<file path="src/rtl/iter_shift_unit_if.sv">
`default_nettype none
// ============================================================================
//  Module   : iter_shift_unit_if
//  Purpose  : Start/busy/done handshake bundle between the control FSM
//             (master) and the iterative shifter (slave).
//  Signals  : start  - request, master -> slave
//             a      - operand, master -> slave
//             shamt  - shift amount, master -> slave
//             dir    - 0 = left, 1 = right, master -> slave
//             arith  - sign fill on right shifts, master -> slave
//             busy   - shift in progress, slave -> master
//             done   - one-cycle completion pulse, slave -> master
//             result - shifted value, slave -> master
//  Revision : 1.0  initial release
// ============================================================================
interface iter_shift_unit_if #(
    parameter int WIDTH   = 32,
    parameter int SHAMT_W = 5
);
    logic               start;
    logic [WIDTH-1:0]   a;
    logic [SHAMT_W-1:0] shamt;
    logic               dir;
    logic               arith;
    logic               busy;
    logic               done;
    logic [WIDTH-1:0]   result;

    modport master (
        output start, a, shamt, dir, arith,
        input  busy, done, result
    );

    modport slave (
        input  start, a, shamt, dir, arith,
        output busy, done, result
    );
endinterface
`default_nettype wire

</file>
<file path="src/rtl/iter_shift_unit.sv">
`default_nettype none
// ============================================================================
//  Module   : iter_shift_unit
//  Purpose  : Multi-cycle SLL/SRL/SRA. One power-of-two stage is applied per
//             clock (16, 8, 4, 2, 1), giving a fixed SHAMT_W-cycle latency
//             in exchange for a single small mux per bit instead of a
//             full barrel shifter.
//  Ports    : clk  - clock, rising edge
//             rst  - asynchronous active-high reset
//             bus  - iter_shift_unit_if.slave (start/a/shamt/dir/arith in,
//                    busy/done/result out)
//  Revision : 1.0  initial release
// ============================================================================
module iter_shift_unit #(
    parameter int WIDTH   = 32,
    parameter int SHAMT_W = 5
) (
    input  wire logic        clk,
    input  wire logic        rst,
    iter_shift_unit_if.slave bus
);

    localparam int c_K_W = (SHAMT_W > 1) ? $clog2(SHAMT_W) : 1;
    localparam logic [c_K_W-1:0] c_K_FIRST = c_K_W'(SHAMT_W - 1);

    localparam logic [1:0] c_S_IDLE  = 2'd0;
    localparam logic [1:0] c_S_SHIFT = 2'd1;
    localparam logic [1:0] c_S_DONE  = 2'd2;

    logic [1:0]         r_state;
    logic [1:0]         w_state_next;
    logic               w_accept;

    logic [WIDTH-1:0]   r_acc;
    logic [c_K_W-1:0]   r_k;
    logic [SHAMT_W-1:0] r_shamt;
    logic               r_dir;
    logic               r_arith;
    logic               r_sign;

    logic               w_fill;
    logic [WIDTH-1:0]   w_stage_l [SHAMT_W];
    logic [WIDTH-1:0]   w_stage_r [SHAMT_W];
    logic [WIDTH-1:0]   w_acc_shifted;

    // ------------------------------------------------------------------
    // State register
    // ------------------------------------------------------------------
    always_ff @(posedge clk or posedge rst) begin
        if (rst) begin
            r_state <= c_S_IDLE;
        end else begin
            r_state <= w_state_next;
        end
    end

    // ------------------------------------------------------------------
    // Next-state logic. A start is honoured in IDLE and DONE only, so a
    // request arriving in the done cycle chains straight into SHIFT.
    // ------------------------------------------------------------------
    always_comb begin
        w_state_next = r_state;
        w_accept     = 1'b0;
        case (r_state)
            c_S_IDLE: begin
                if (bus.start) begin
                    w_accept     = 1'b1;
                    w_state_next = c_S_SHIFT;
                end
            end
            c_S_SHIFT: begin
                if (r_k == '0) begin
                    w_state_next = c_S_DONE;
                end
            end
            c_S_DONE: begin
                if (bus.start) begin
                    w_accept     = 1'b1;
                    w_state_next = c_S_SHIFT;
                end else begin
                    w_state_next = c_S_IDLE;
                end
            end
            default: begin
                w_state_next = c_S_IDLE;
            end
        endcase
    end

    // ------------------------------------------------------------------
    // Fixed-distance stage candidates. Right-shift fill comes from the
    // operand's original MSB captured at start, gated by the arith flag.
    // ------------------------------------------------------------------
    assign w_fill = r_arith & r_sign;

    for (genvar i = 0; i < SHAMT_W; i++) begin : g_stage
        localparam int c_SH = 1 << i;
        assign w_stage_l[i] = {r_acc[WIDTH-1-c_SH:0], {c_SH{1'b0}}};
        assign w_stage_r[i] = {{c_SH{w_fill}}, r_acc[WIDTH-1:c_SH]};
    end

    assign w_acc_shifted = r_dir ? w_stage_r[r_k] : w_stage_l[r_k];

    // ------------------------------------------------------------------
    // Datapath: operand capture on accept, one conditional stage per
    // SHIFT cycle. r_acc is the architectural result, so it is left
    // untouched outside SHIFT and therefore stays stable after done.
    // ------------------------------------------------------------------
    always_ff @(posedge clk or posedge rst) begin
        if (rst) begin
            r_acc   <= '0;
            r_k     <= c_K_FIRST;
            r_shamt <= '0;
            r_dir   <= 1'b0;
            r_arith <= 1'b0;
            r_sign  <= 1'b0;
        end else if (w_accept) begin
            r_acc   <= bus.a;
            r_k     <= c_K_FIRST;
            r_shamt <= bus.shamt;
            r_dir   <= bus.dir;
            r_arith <= bus.arith;
            r_sign  <= bus.a[WIDTH-1];
        end else if (r_state == c_S_SHIFT) begin
            if (r_shamt[r_k]) begin
                r_acc <= w_acc_shifted;
            end
            // Hold at zero on the last stage; the next accept reloads it.
            if (r_k != '0) begin
                r_k <= r_k - c_K_W'(1);
            end
        end
    end

    // Status decodes straight from the state register so that an
    // asynchronous reset clears them without waiting for a clock.
    assign bus.busy   = (r_state == c_S_SHIFT);
    assign bus.done   = (r_state == c_S_DONE);
    assign bus.result = r_acc;

endmodule
`default_nettype wire

</file>
<file path="src/flat_wrapper.sv">
// flat-port wrapper written by rule: the top's interface ports become plain ports
module iter_shift_unit_flat 
#(
    parameter int WIDTH   = 32,
    parameter int SHAMT_W = 5
)
  (clk, rst, bus_start, bus_a, bus_shamt, bus_dir, bus_arith, bus_busy, bus_done, bus_result);
  iter_shift_unit_if #(.WIDTH(WIDTH), .SHAMT_W(SHAMT_W)) bus_i ();
  input  wire logic clk;
  input  wire logic rst;
  input wire logic [$bits(bus_i.start)-1:0] bus_start;
  input wire logic [$bits(bus_i.a)-1:0] bus_a;
  input wire logic [$bits(bus_i.shamt)-1:0] bus_shamt;
  input wire logic [$bits(bus_i.dir)-1:0] bus_dir;
  input wire logic [$bits(bus_i.arith)-1:0] bus_arith;
  output wire logic [$bits(bus_i.busy)-1:0] bus_busy;
  output wire logic [$bits(bus_i.done)-1:0] bus_done;
  output wire logic [$bits(bus_i.result)-1:0] bus_result;
  assign bus_i.start = bus_start;
  assign bus_i.a = bus_a;
  assign bus_i.shamt = bus_shamt;
  assign bus_i.dir = bus_dir;
  assign bus_i.arith = bus_arith;
  assign bus_busy = bus_i.busy;
  assign bus_done = bus_i.done;
  assign bus_result = bus_i.result;
  iter_shift_unit #(.WIDTH(WIDTH), .SHAMT_W(SHAMT_W)) u_core (.clk(clk), .rst(rst), .bus(bus_i));
endmodule
</file>
<file path="config.mk">
export PLATFORM = sky130hd
export DESIGN_NAME = iter_shift_unit_flat
export DESIGN_NICKNAME = d
export VERILOG_FILES = /design/src/rtl/iter_shift_unit_if.sv /design/src/rtl/iter_shift_unit.sv /design/src/flat_wrapper.sv
export SDC_FILE = /design/constraint.sdc
export NUM_CORES = 1
export LEC_CHECK = 0
export BUFFER_PORTS_ARGS = -buffer_cell sky130_fd_sc_hd__buf_2
export CAP_MARGIN = 10
export CORE_AREA = 2 2 98 100
export DETAILED_ROUTE_END_ITERATION = 7
export DIE_AREA = 0 0 100 102
export GPL_ROUTABILITY_DRIVEN = 0
export GPL_TIMING_DRIVEN = 0
export PLACE_DENSITY = 0.74
export SYNTH_ARGS = -nofsm -noshare
export SYNTH_HDL_FRONTEND = slang
export SYNTH_SLANG_ARGS = --single-unit
export TNS_END_PERCENT = 1
</file>
<file path="constraint.sdc">
create_clock -name clk -period 1.9 [get_ports clk]
set_clock_uncertainty 0.05 [all_clocks]
set_input_delay 0.38 -clock clk [delete_from_list [all_inputs] [get_ports clk]]
set_output_delay 0.38 -clock clk [all_outputs]
set_load 0.03 [all_outputs]
</file>
# == After elaboration in Yosys (flattened, before gate mapping) ==
# Index checks and enable logic that the tools add are counted.
# totals
output_inout_bits,34
ramBits,0
rom_bits,0
memories,0
regBits,45
latch_bits,0
# op_classes
n_bitwise,2
div,0
n_lt_le_gt_ge,2
eq_ne,4
reduce_logical,10
shift,0
n_mux,21
add_sub_neg,1
mul,0
# op_table
operator,n
$mux W32,8
$bmux W32 S3,2
$mux W3,3
$pmux W2 S3,1
$reduce_and A2 Y1,3
$reduce_bool A2 Y1,3
$ge A4 B4 Y1 const B,1
$lt A3 B4 Y1 const B,1
$mux W1,4
$mux W2,2
$not A3 Y4,1
$bmux W1 S3,1
$logic_not A3 Y1,1
$reduce_bool A3 Y1,1
$sub A3 B1 Y3 const B,1
$eq A2 B1 Y1 const B,1
$eq A2 B2 Y1 const B,1
$logic_not A2 Y1,1
$ne A2 B1 Y1 const B,1
$ne A2 B2 Y1 const B,1
$reduce_or A2 Y1,1
$and A1 B1 Y1,1

# == Depth between registers and ports, before layout ==
# Gate-level depths: netlist (run 1).
# depth
ltp_word,8
mapped_depth,9
ltp_nobuf,6

# == Least setup slack after synthesis (run 1) ==
# OpenSTA, ideal clock, no wires.
# synth_timing
path_kind,register -> register
startpoint,register u_core.r_state[0]
endpoint,register u_core.r_acc[17] (netlist: u_core.bus.result[17])
setup_slack_ns,-0.016
period_less_slack_ns,1.916
path_stages_with_launch,7
arrival_time_ns,1.733
setup_ns,0.133
n_path_buf,2
cell_sequence,dfrtp_1 nor2b_1 clkbuf_1 a32oi_4 buf_6 a2111oi_0 nor2_1
# synth_via
word_cells_on_any_way,9
# synth_lines
item,line_no,text
from (decl),iter_shift_unit.sv:30,logic [1:0] r_state;
from (signal assigned),iter_shift_unit.sv:51,r_state <= c_S_IDLE;
from (signal assigned),iter_shift_unit.sv:53,r_state <= w_state_next;
$eq A2 B1 Y1,-,
net bus_busy,flat_wrapper.sv:16,output wire logic [$bits(bus_i.busy)-1:0] bus_busy;
$reduce_bool A2 Y1 (no line),-,
$reduce_and A2 Y1 (no line),-,
to (signal assigned),iter_shift_unit.sv:118,r_acc <= bus.a;
to (signal assigned),iter_shift_unit.sv:126,r_acc <= w_acc_shifted;
to (decl),iter_shift_unit.sv:34,logic [WIDTH-1:0] r_acc;
# The timed path passes the listed nets, and every way through them passes these cells.
# A chain may end at the register's enable or synchronous reset.

# == Final worst setup path (run 1) ==
# layout_timing
startpoint,register u_core.r_k[0]
endpoint,register u_core.r_acc[20] (netlist: u_core.bus.result[20])
# layout_via
elab_chain_cells,8
word_cells_on_any_way,15
# layout_rtl
item,line_no,text
from (decl),iter_shift_unit.sv:35,logic [c_K_W-1:0] r_k;
from (signal assigned),iter_shift_unit.sv:112,r_k <= c_K_FIRST;
from (signal assigned),iter_shift_unit.sv:119,r_k <= c_K_FIRST;
from (signal assigned),iter_shift_unit.sv:130,r_k <= r_k - c_K_W'(1);
$not A3 Y4 (implied by the code),iter_shift_unit.sv:102,assign w_acc_shifted = r_dir ? w_stage_r[r_k] : w_stage_l[r_k];
$bmux W32 S3,iter_shift_unit.sv:102,
$mux W32 (implied by the code) (2 in a row),iter_shift_unit.sv:102,
$mux W32,iter_shift_unit.sv:102,
$mux W32,iter_shift_unit.sv:125,if (r_shamt[r_k]) begin
$mux W32,iter_shift_unit.sv:124,end else if (r_state == c_S_SHIFT) begin
$mux W32,iter_shift_unit.sv:117,end else if (w_accept) begin
# Several ways; a longest one is shown, not always the timed one. The select of a mux whose other input is x is not followed.

==> impl_metrics.csv, run 1 <==
group,metric,value,unit
run_status,status,"finished with violations",
run_status,violations,"DRC, setup timing",
synthesis,synth_warnings,0,
synthesis,synth-compound-area-share,28.3,%
critical_path,path_cells,"buf_12 > buf_4 > buf_4 > nand2_1 > a31oi_1 > o21ai_0 > a21o_1 > a31oi_1",
global_route,use_met1,44.8,%
floorplan,core,9110,sq um
cells_and_area,drive_gt1_share,39.9,%
global_route,grt_max_degree,27,
clock_tree,cts_sinks,45,
synthesis,synth_cell_types,59,
floorplan,rows,35,
sta,relSlewSlack,57.0,%
floorplan,boundaryPins,76,
run,drv_cap,0,
cells_and_area,fill_cells,782,
cells_and_area,final_area,5420,sq um
floorplan,initial_core_util,45.5,%
clock_tree,clock_latency,310,ps
cells_and_area,fin_nets,630,
global_route,met2_usage,54.6,%
place,io_buffers,75,
cells_and_area,layout_commonest_cell,"buf_2",
sta,rsz0062_at_grt,"yes",
synthesis,avgSynthCellArea,8.61,sq um
critical_path,arrival,2460,ps
critical_path,worstPathRequired,2080,ps
critical_path,crit_path_start_kind,"flip-flop",
sta,final_max_slew_viol_count,0,
clock_tree,cts_made_buffers,5,
cells_and_area,regArea,1130,sq um
cells_and_area,multi_input_area,3030,sq um
critical_path,end_kind,"flip-flop",
synthesis,synthMuxAreaShare,16.6,%
critical_path,cp_top_family,"compound AO/OA/AOI/OAI gates",
synthesis,synth_simple_gate_area_share,19.5,%
drt,routed_via_density,7.46,
sta,worst_slew_pin_slew,646,ps
global_route,grt_usage,37.2,%
hold_path,hold_path.class,"in2async",
synthesis,synthAdderAreaFrac,0.603,%
cells_and_area,area_growth,30.5,%
sta,tns,-2950,ps
critical_path,cp_num_buf_inv,3,
synthesis,syn-num-nets,526,
critical_path,crit_path_max_fanout,10,
drt,drcViolationCount,74,
floorplan,fp.dieH,102,microns
sta,hold_violations,0,
synthesis,synth_edf_count,0,
global_route,grt_pass1_wl,28.9,mm
cells_and_area,diodes,0,
drt,drtIter0Drc,1356,
drt,post_drt_wl_per_cell,26.9,microns
sta,finalWorstSetupSlack,-383,ps
synthesis,ys_ff_latch,45,
global_route,top_usage_layer,"met2",
floorplan,fp.dieW,100,microns
clock_tree,h-tree-depth,2,
cells_and_area,final_cell_mix,"82 x buf_2, 74 x nand2_1, 43 x dfrtp_1",
global_route,grt_pass1_vias,5147,
clock_tree,cts-root-buf,"clkbuf_8",
clock_tree,cts_tree,"built",
place,post-place-ws,-491,ps
global_route,use_met3,17.6,%
synthesis,syn-instance-count,482,
clock_tree,postCtsHoldBufs,0,
drt,num_vias,5197,
synthesis,ys_seq_area_share,27.2,%
critical_path,critPathKind,"reg2reg",
critical_path,critical-path-max-stage-delay,490,ps
drt,ant_nets,0,
drt,wirelength,18.8,mm
sta,fmax,438,MHz
sta,setup_viol,32,
synthesis,synth_xor_area_share,0,%
global_route,grt.overflow.total,0,
global_route,antenna_found_initial,0,
clock_tree,clkTransAtPathRegs,80,ps
place,place_hpwl,12.0,mm
drt,drt_pass1_iterations,8,
floorplan,die_area,10200,sq um
synthesis,synth_top_family_by_area,"compound AO/OA/AOI/OAI gates",
synthesis,async_reset_ff_share,100,%
synthesis,synthFlopType,"dfrtp_1",
sta,final.period_utilization,120,%
critical_path,critPathSlowestCell,"a31oi_1",
clock_tree,clk_path_buf_depth,2,
sta,period_needed,2280,ps
place,placed_area,4680,sq um
synthesis,syn_area,4150,sq um
==> worst paths after layout <==
path | end | startpoint | slack (ps) | depth (start not counted)
hold reg to reg | u_core.r_shamt[2] | u_core.r_shamt[2] | 430 | 2
hold / removal | u_core.bus.result[26] | rst | 20 | 2
max in group asynchronous | u_core.r_k[2] | rst | 1220 | 3
setup / recovery | u_core.bus.result[20] | u_core.r_k[0] | -380 | 8
setup reg to reg | u_core.bus.result[20] | u_core.r_k[0] | -380 | 8
min in group clk | u_core.r_shamt[0] | bus_shamt[0] | 210 | 3
==> metrics by stage <==
stage | cells | util (%) | hold slack, ps
4_1_cts | 694 | 58.1 | 41.1
2_1_floorplan | 482 | - | 390
3_5_place_dp | 669 | 51.4 | 369
6_report | 697 | 59.5 | 18.5
5_1_grt | 697 | 59.5 | 57.4
3_3_place_gp | 668 | 51.2 | 402
==> repair_timing <==
| item | 4_1_cts | 5_1_grt |
|---|---|---|
| endpoints found under the hold margin | 0 | 0 |
| pin swaps | 9 | 18 |
| setup endpoints to repair | 44 | 43 |
| cloned | 2 | 0 |
| gates resized for setup | 83 | 42 |
| setup buffers | 18 | 5 |
==> layer usage <==
metal | vias up | share of wire, %
li1 | 2064 | -
met1 | 2336 | 34
met2 | 595 | 41
met3 | 202 | 17
met4 | 0 | 9.1
met5 | - | 0
==> final cells by class <==
| type | count | share of cell area (%) |
|---|---|---|
| multi-input cells | 382 | 56.0 |
| plain buffers | 48 | 7.16 |
| flip-flops and latches | 45 | 20.8 |
| repair buffers | 98 | 11.4 |
| clock buffers | 7 | 1.59 |
| inverters | 6 | 0.462 |
| well taps | 111 | 2.56 |
==> synthesized netlist by cell type, types with 4 or more instances <==
| library cell | instances | share of area, % |
|---|---|---|
| a2111oi_0 | 4 | 0.84 |
| a211oi_1 | 4 | 0.72 |
| a21o_1 | 6 | 1.1 |
| a21oi_1 | 36 | 4.3 |
| a221oi_1 | 13 | 2.7 |
| a22o_1 | 5 | 1.1 |
| a22oi_1 | 9 | 1.6 |
| a311oi_1 | 5 | 1.1 |
| a31oi_1 | 16 | 2.4 |
| a32o_1 | 4 | 0.97 |
| a32oi_1 | 6 | 1.3 |
| buf_2 | 10 | 1.2 |
| buf_4 | 7 | 1.3 |
| buf_6 | 7 | 1.9 |
| clkbuf_1 | 22 | 2.0 |
| dfrtp_1 | 44 | 27 |
| inv_1 | 5 | 0.45 |
| mux2_2 | 4 | 1.1 |
| mux2i_1 | 8 | 1.9 |
| mux4_2 | 25 | 14 |
| nand2_1 | 76 | 6.9 |
| nand2b_1 | 13 | 2.0 |
| nand3_1 | 20 | 2.4 |
| nor2_1 | 21 | 1.9 |
| nor2b_1 | 9 | 1.4 |
| nor3_1 | 10 | 1.2 |
| o21ai_0 | 26 | 3.1 |
| o21ai_1 | 6 | 0.72 |
| o22ai_1 | 17 | 2.6 |
| or3_1 | 6 | 0.90 |
==> registers in the layout, summed over array words and instances (netlist names) <==
signal and count:
u_core.r_shamt 5, u_core.r_dir 1, u_core.bus.result 32, u_core.r_k 3, u_core.r_state 2, u_core.r_arith 1, u_core.r_sign 1
==> cells by family (layout without fill, tap and decap cells) <==
| kind of cell | Yosys count | count (layout) |
|---|---|---|
| simple gates | 169 | 169 |
| compound gates | 173 | 174 |
| mux | 37 | 37 |
| flops | 45 | 45 |
| fa+ha+maj | 2 | 2 |
| buf+inv | 56 | 159 |
==> worst register-to-register path: cells and delay by family, from the launching register on <==
kind            cells  cell delay, ps
compound gates      4            1040
simple gates        1              80
flops               1             420
buf+inv             3             610
Power of run 1 is not shown: default switching activity piles up to over one toggle a cycle in this logic, so the estimate is an artifact.
==> run 2: changes to the inputs <==
Settings changed: ABC_AREA set to 1, CORE_AREA 2 2 98 100 to 2 2 97 99, DIE_AREA 0 0 100 102 to 0 0 99 101.
==> impl_metrics.csv, run 2 <==
group,metric,value,unit
cells_and_area,fin_nets,832,
critical_path,crit_path_start_kind,"flip-flop",
floorplan,die_area,10000,sq um
sta,worst_slew_pin_slew,594,ps
global_route,grt_pass1_vias,4963,
synthesis,synth_warnings,0,
cells_and_area,drive_gt1_share,18.6,%
critical_path,crit_path_max_fanout,7,
sta,finalWorstSetupSlack,84.1,ps
global_route,grt_max_degree,24,
cells_and_area,fill_cells,949,
critical_path,arrival,2020,ps
sta,period_needed,1820,ps
global_route,grt.overflow.total,0,
clock_tree,clock_latency,310,ps
floorplan,rows,35,
clock_tree,cts-root-buf,"clkbuf_8",
sta,holdWs,56.8,ps
power_and_ir_drop,peakVddDrop,0.000791,V
cells_and_area,diodes,0,
clock_tree,h-tree-depth,2,
synthesis,synth_edf_count,0,
sta,tns,0,ps
global_route,use_met3,4.02,%
critical_path,cp_top_family,"simple AND/OR/NAND/NOR gates",
clock_tree,clkTransAtPathRegs,90,ps
global_route,grt_usage,31.3,%
synthesis,yosysTopAreaCell,"nand2_1",
critical_path,critPathKind,"reg2reg",
place,place_hpwl,11.9,mm
synthesis,syn-instance-count,705,
synthesis,synth_cell_types,25,
sta,final_max_slew_viol_count,0,
cells_and_area,area_growth,16.8,%
drt,drcViolationCount,0,
sta,fmax,551,MHz
floorplan,initial_core_util,45.1,%
clock_tree,postCtsHoldBufs,0,
synthesis,synthFlopType,"dfrtp_1",
sta,relSlewSlack,60.4,%
drt,drtIter0Drc,942,
power_and_ir_drop,p_leak,0.00275,uW
cells_and_area,largest_reg_flops,32,
place,io_buffers,75,
global_route,use_met1,42.3,%
synthesis,yosysTopAreaCellShare,31.6,%
floorplan,fp.dieW,99,microns
sta,setup_viol,0,
cells_and_area,layout_commonest_cell,"nand2_1",
power_and_ir_drop,cellPowerDensity,1910,nW/um^2
global_route,grt_pass1_wl,25.1,mm
clock_tree,clk_path_buf_depth,2,
synthesis,avgSynthCellArea,5.74,sq um
place,post-place-ws,7.21,ps
cells_and_area,final_cells,900,
sta,rsz0062_at_grt,"no",
global_route,met2_usage,50.2,%
sta,hold_violations,0,
floorplan,core,8980,sq um
critical_path,worstPathRequired,2100,ps
synthesis,post-synth-top-count-cell,"nand2_1",
clock_tree,cts_made_buffers,5,
global_route,antenna_found_initial,0,
drt,ant_nets,0,
critical_path,critical-path-max-stage-delay,600,ps
critical_path,cpMostUsedCell,"nand2_1",
critical_path,critPathSlowestCell,"dfstp_2",
critical_path,path_cells,"inv_1 > nor2_1 > nand3_1 > nand2_1 > nand2_1 > nand2_1 > nand3_1 > nand2_1",
synthesis,async_reset_ff_share,100,%
synthesis,synth.top_cells.by_area,"nand2_1 32%, dfrtp_1 27%, nand3_1 21%, buf_2 3.0%, o21ai_0 2.2%",
synthesis,ys_seq_area_share,27.8,%
synthesis,syn-num-nets,749,
drt,routed_via_density,6.03,
synthesis,ys_ff_latch,45,
critical_path,end_kind,"flip-flop",
drt,drt_pass1_iterations,8,
hold_path,hold_path.class,"in2async",
clock_tree,cts_sinks,45,
drt,wirelength,15.6,mm
cells_and_area,final_cell_mix,"340 x nand2_1, 170 x nand3_1, 97 x buf_2",
floorplan,fp.dieH,101,microns
drt,post_drt_wl_per_cell,17.4,microns
critical_path,cp_num_buf_inv,1,
global_route,top_usage_layer,"met2",
floorplan,boundaryPins,76,
synthesis,ys_top_cells_by_count,"341 x nand2_1, 170 x nand3_1, 44 x dfrtp_1",
run,drv_cap,0,
sta,final.period_utilization,95.6,%
run_status,status,"finished, final reports clean",
clock_tree,cts_tree,"built",
drt,num_vias,5426,
synthesis,syn_area,4050,sq um
place,dp_cells,892,
run 2: changes by cell type after synthesis, sizes merged, moves of 14 or more:
cell / previous run / this run
nand3: 20 / 170
clkbuf: 22 / 3
a31oi: 16 / 1
o21ai: 32 / 18
inv: 5 / 22
mux4: 25 / 0
o22ai: 17 / 1
nand2: 77 / 347
a21oi: 36 / 15
run 2: worst register-to-register path, stage by stage (launching register included):
cell	delay [ps]
dfstp_2	600
inv_1	90
nor2_1	440
nand3_1	200
nand2_1	110
nand2_1	70
nand2_1	70
nand3_1	70
nand2_1	50
run 2: timing repair:
item	in CTS	in global routing
setup buffers	0	0
resized for setup	1	8
pin swaps	0	0
endpoints found under the setup margin	1	4
run 2: kinds of logic after synthesis:
group                    synth area share [%]
AO/OA/AOI/OAI                            5.22
adder cells (fa/ha/maj)                 0.618
buffers and inverters                    7.97
flip-flops                               27.8
AND/OR/NAND/NOR                          58.3
run 2: per-stage QoR:
step	area, sq um	utilization [%]	power (uW)
after floorplan	4050	-	6170
after global placement	4560	50.8	7820
after detailed placement	4590	51.1	7910
after CTS	4710	52.5	8730
after global routing	4730	52.7	9670
final	4730	52.7	9040
run 2: routing by layer:
metal,up-vias,wire (microns)
met5,-,0
met3,106,2010
met2,476,6800
met4,0,785
met1,2388,6030
li1,2456,-
run 2: where the power goes:
group          switching, uW  internal [uW]  total (uW)  leakage, uW
sequential               494           1350        1840     0.000577
clock                    361            430         790    0.0000585
combinational           4440           1970        6410      0.00212
run 2: area by class of cell:
class,instances,area (sq um),share of cell area (%)
buffer,42,256,5.42
clock inverter,1,30.0,0.635
sequential,45,1130,23.8
multi-input combinational,596,2600,55.0
tap,111,139,2.94
clock buffer,7,86.3,1.83
inverter,22,85.1,1.80
timing repair buffer,76,403,8.52
run 2: final timing paths:
kind                       slack (ps)               from  cells after the start              endpoint
max in group asynchronous        1170                rst                      3         u_core.r_k[2]
hold reg to reg                   410  u_core.r_state[1]                      1     u_core.r_state[1]
min in group clk                  210       bus_shamt[4]                      3     u_core.r_shamt[4]
setup reg to reg                   80      u_core.r_k[2]                      8  u_core.bus.result[4]
setup / recovery                   80      u_core.r_k[2]                      8  u_core.bus.result[4]
hold / removal                     60                rst                      2     u_core.r_state[0]
Note: power is estimated with default switching activity, not from simulation.
==> run 3: changes to the inputs <==
Settings changed: SETUP_SLACK_MARGIN set to 0.15.
Clock period 1.9 ns to 1.5 ns, I/O delays scaled along.
==> impl_metrics.csv, run 3 (synthesized netlist as in run 2, its figures left out) <==
group,metric,value,unit
sta,final_max_slew_viol_count,0,
run,drv_cap,0,
critical_path,crit_path_start_kind,"flip-flop",
floorplan,fp.dieH,101,microns
clock_tree,cts_tree,"built",
sta,period_needed,1690,ps
sta,relSlewSlack,69.9,%
hold_path,hp-start,"bus_arith",
critical_path,worstPathRequired,1650,ps
cells_and_area,final_util,57.5,%
power_and_ir_drop,p_leak,0.00290,uW
cells_and_area,largest_reg_flops,32,
clock_tree,clk_path_buf_depth,2,
hold_path,hold_path.class,"in2reg",
drt,drcViolationCount,0,
cells_and_area,final_cell_mix,"313 x nand2_1, 169 x nand3_1, 77 x buf_2",
cells_and_area,final_cells,915,
drt,ant_nets,0,
place,post-place-ws,-210,ps
cells_and_area,fill_cells,899,
run_status,violations,"setup timing",
floorplan,die_area,10000,sq um
critical_path,arrival,1840,ps
global_route,antenna_found_initial,0,
drt,wirelength,16.3,mm
critical_path,r2r.worst_path.cells,9,
hold_path,hold_end,"u_core.r_arith",
sta,worst_slew_pin_slew,451,ps
floorplan,boundaryPins,76,
drt,routed_via_density,6.03,
global_route,grt_usage,32.4,%
critical_path,critPathKind,"reg2reg",
critical_path,startpoint,"u_core.r_k[2]",
drt,post_drt_wl_per_cell,17.8,microns
place,io_buffers,75,
place,dp_cells,892,
power_and_ir_drop,cellPowerDensity,2480,nW/um^2
hold_path,whs_path_depth,3,
drt,drtIter0Drc,983,
sta,rsz0062_at_grt,"yes",
critical_path,end_kind,"flip-flop",
sta,finalWorstSetupSlack,-185,ps
floorplan,rows,35,
place,place_hpwl,11.9,mm
critical_path,r2r-end,"u_core.bus.result[6]",
sta,fmax,593,MHz
clock_tree,cts-root-buf,"clkbuf_8",
global_route,grt_pass1_wl,25.6,mm
cells_and_area,fin_nets,847,
power_and_ir_drop,peakVddDrop,0.00123,V
cells_and_area,area_growth,27.6,%
floorplan,initial_core_util,45.1,%
critical_path,rrSetupSlack,-190,ps
sta,setup_viol,36,
global_route,grt_max_degree,27,
floorplan,fp.dieW,99,microns
floorplan,core,8980,sq um
drt,num_vias,5518,
run_status,status,"finished with violations",
sta,holdWs,138,ps
clock_tree,clock_latency,310,ps
sta,hold_violations,0,
cells_and_area,layout_commonest_cell,"nand2_1",
critical_path,r2r_start,"u_core.r_k[2]",
cells_and_area,drive_gt1_share,27.2,%
clock_tree,h-tree-depth,2,
global_route,grt_pass1_vias,5179,
cells_and_area,diodes,0,
critical_path,crit_path_max_fanout,6,
sta,final.period_utilization,112,%
drt,drt_pass1_iterations,8,
clock_tree,cts_made_buffers,5,
global_route,grt.overflow.total,0,
sta,tns,-5370,ps
clock_tree,cts_sinks,45,
clock_tree,clkTransAtPathRegs,90,ps
==> run 3: changes by cell type in the layout (fill, tap and decap cells not counted), sizes merged <==
cell / change
buf: +7
clkbuf: +7
clkinv: +1
dlygate4sd3: +1
inv: -1
==> run 3: worst max-delay path: stages, from the launching register on <==
cell and delay (ps):
dfstp_2 610, nand2_4 80, nor2_4 130, nand2_1 90
nand2_2 120, a21oi_4 80, buf_12 150, buf_8 140
nand2_1 60, nand2_1 50
==> run 3: per-layer routing <==
layer	share of wire, %	GRT usage [%]
met4	6.1	16.8
met5	0	0
met2	43	50.9
met3	13	6.52
met1	38	42.2
==> run 3: area by class of cell <==
| type | count | area (sq um) | area share (%) |
|---|---|---|---|
| Buffer | 42 | 394 | 7.63 |
| Clock buffer | 7 | 86.3 | 1.67 |
| Clock inverter | 1 | 30.0 | 0.581 |
| Inverter | 22 | 90.1 | 1.74 |
| Multi-Input combinational cell | 596 | 2740 | 53.1 |
| Sequential cell | 45 | 1150 | 22.2 |
| Tap cell | 111 | 139 | 2.69 |
| Timing Repair Buffer | 91 | 537 | 10.4 |
==> run 3: repair_timing <==
action / in CTS / in global routing
pin swaps: 8 / 12
gates resized for setup: 46 / 67
buffers inserted: 11 / 1
gates cloned: 1 / 1
hold buffers: 1 / 0
endpoints found under the setup margin: 55 / 64
endpoints found under the hold margin: 19 / 0
==> run 3: metrics by stage <==
step / cell area (sq um) / power [uW]
global route: 5160 / 13600
finish: 5160 / 12800
CTS: 4980 / 12000
global placement: 4610 / 10100
floorplan: 4100 / 7970
detailed placement: 4630 / 10200
==> run 3: worst max path at each step <==
stage | slack (ps) | cells past startpoint | end
2_1_floorplan | 40 | 9 | u_core.bus.result[14]
3_3_place_gp | -520 | 2 | u_core.bus.result[19]
3_5_place_dp | -210 | 9 | u_core.bus.result[10]
4_1_cts | -110 | 9 | u_core.bus.result[1]
5_1_grt | -240 | 9 | u_core.bus.result[11]
6_report | -190 | 9 | u_core.bus.result[6]
==> run 3: power by group <==
group          total, uW  switching [uW]  internal [uW]  leakage (uW)
Sequential          2400             657           1740      0.000556
Clock                997             453            544     0.0000585
Combinational       9430            6110           3320       0.00229
Total              12800            7220           5610       0.00290
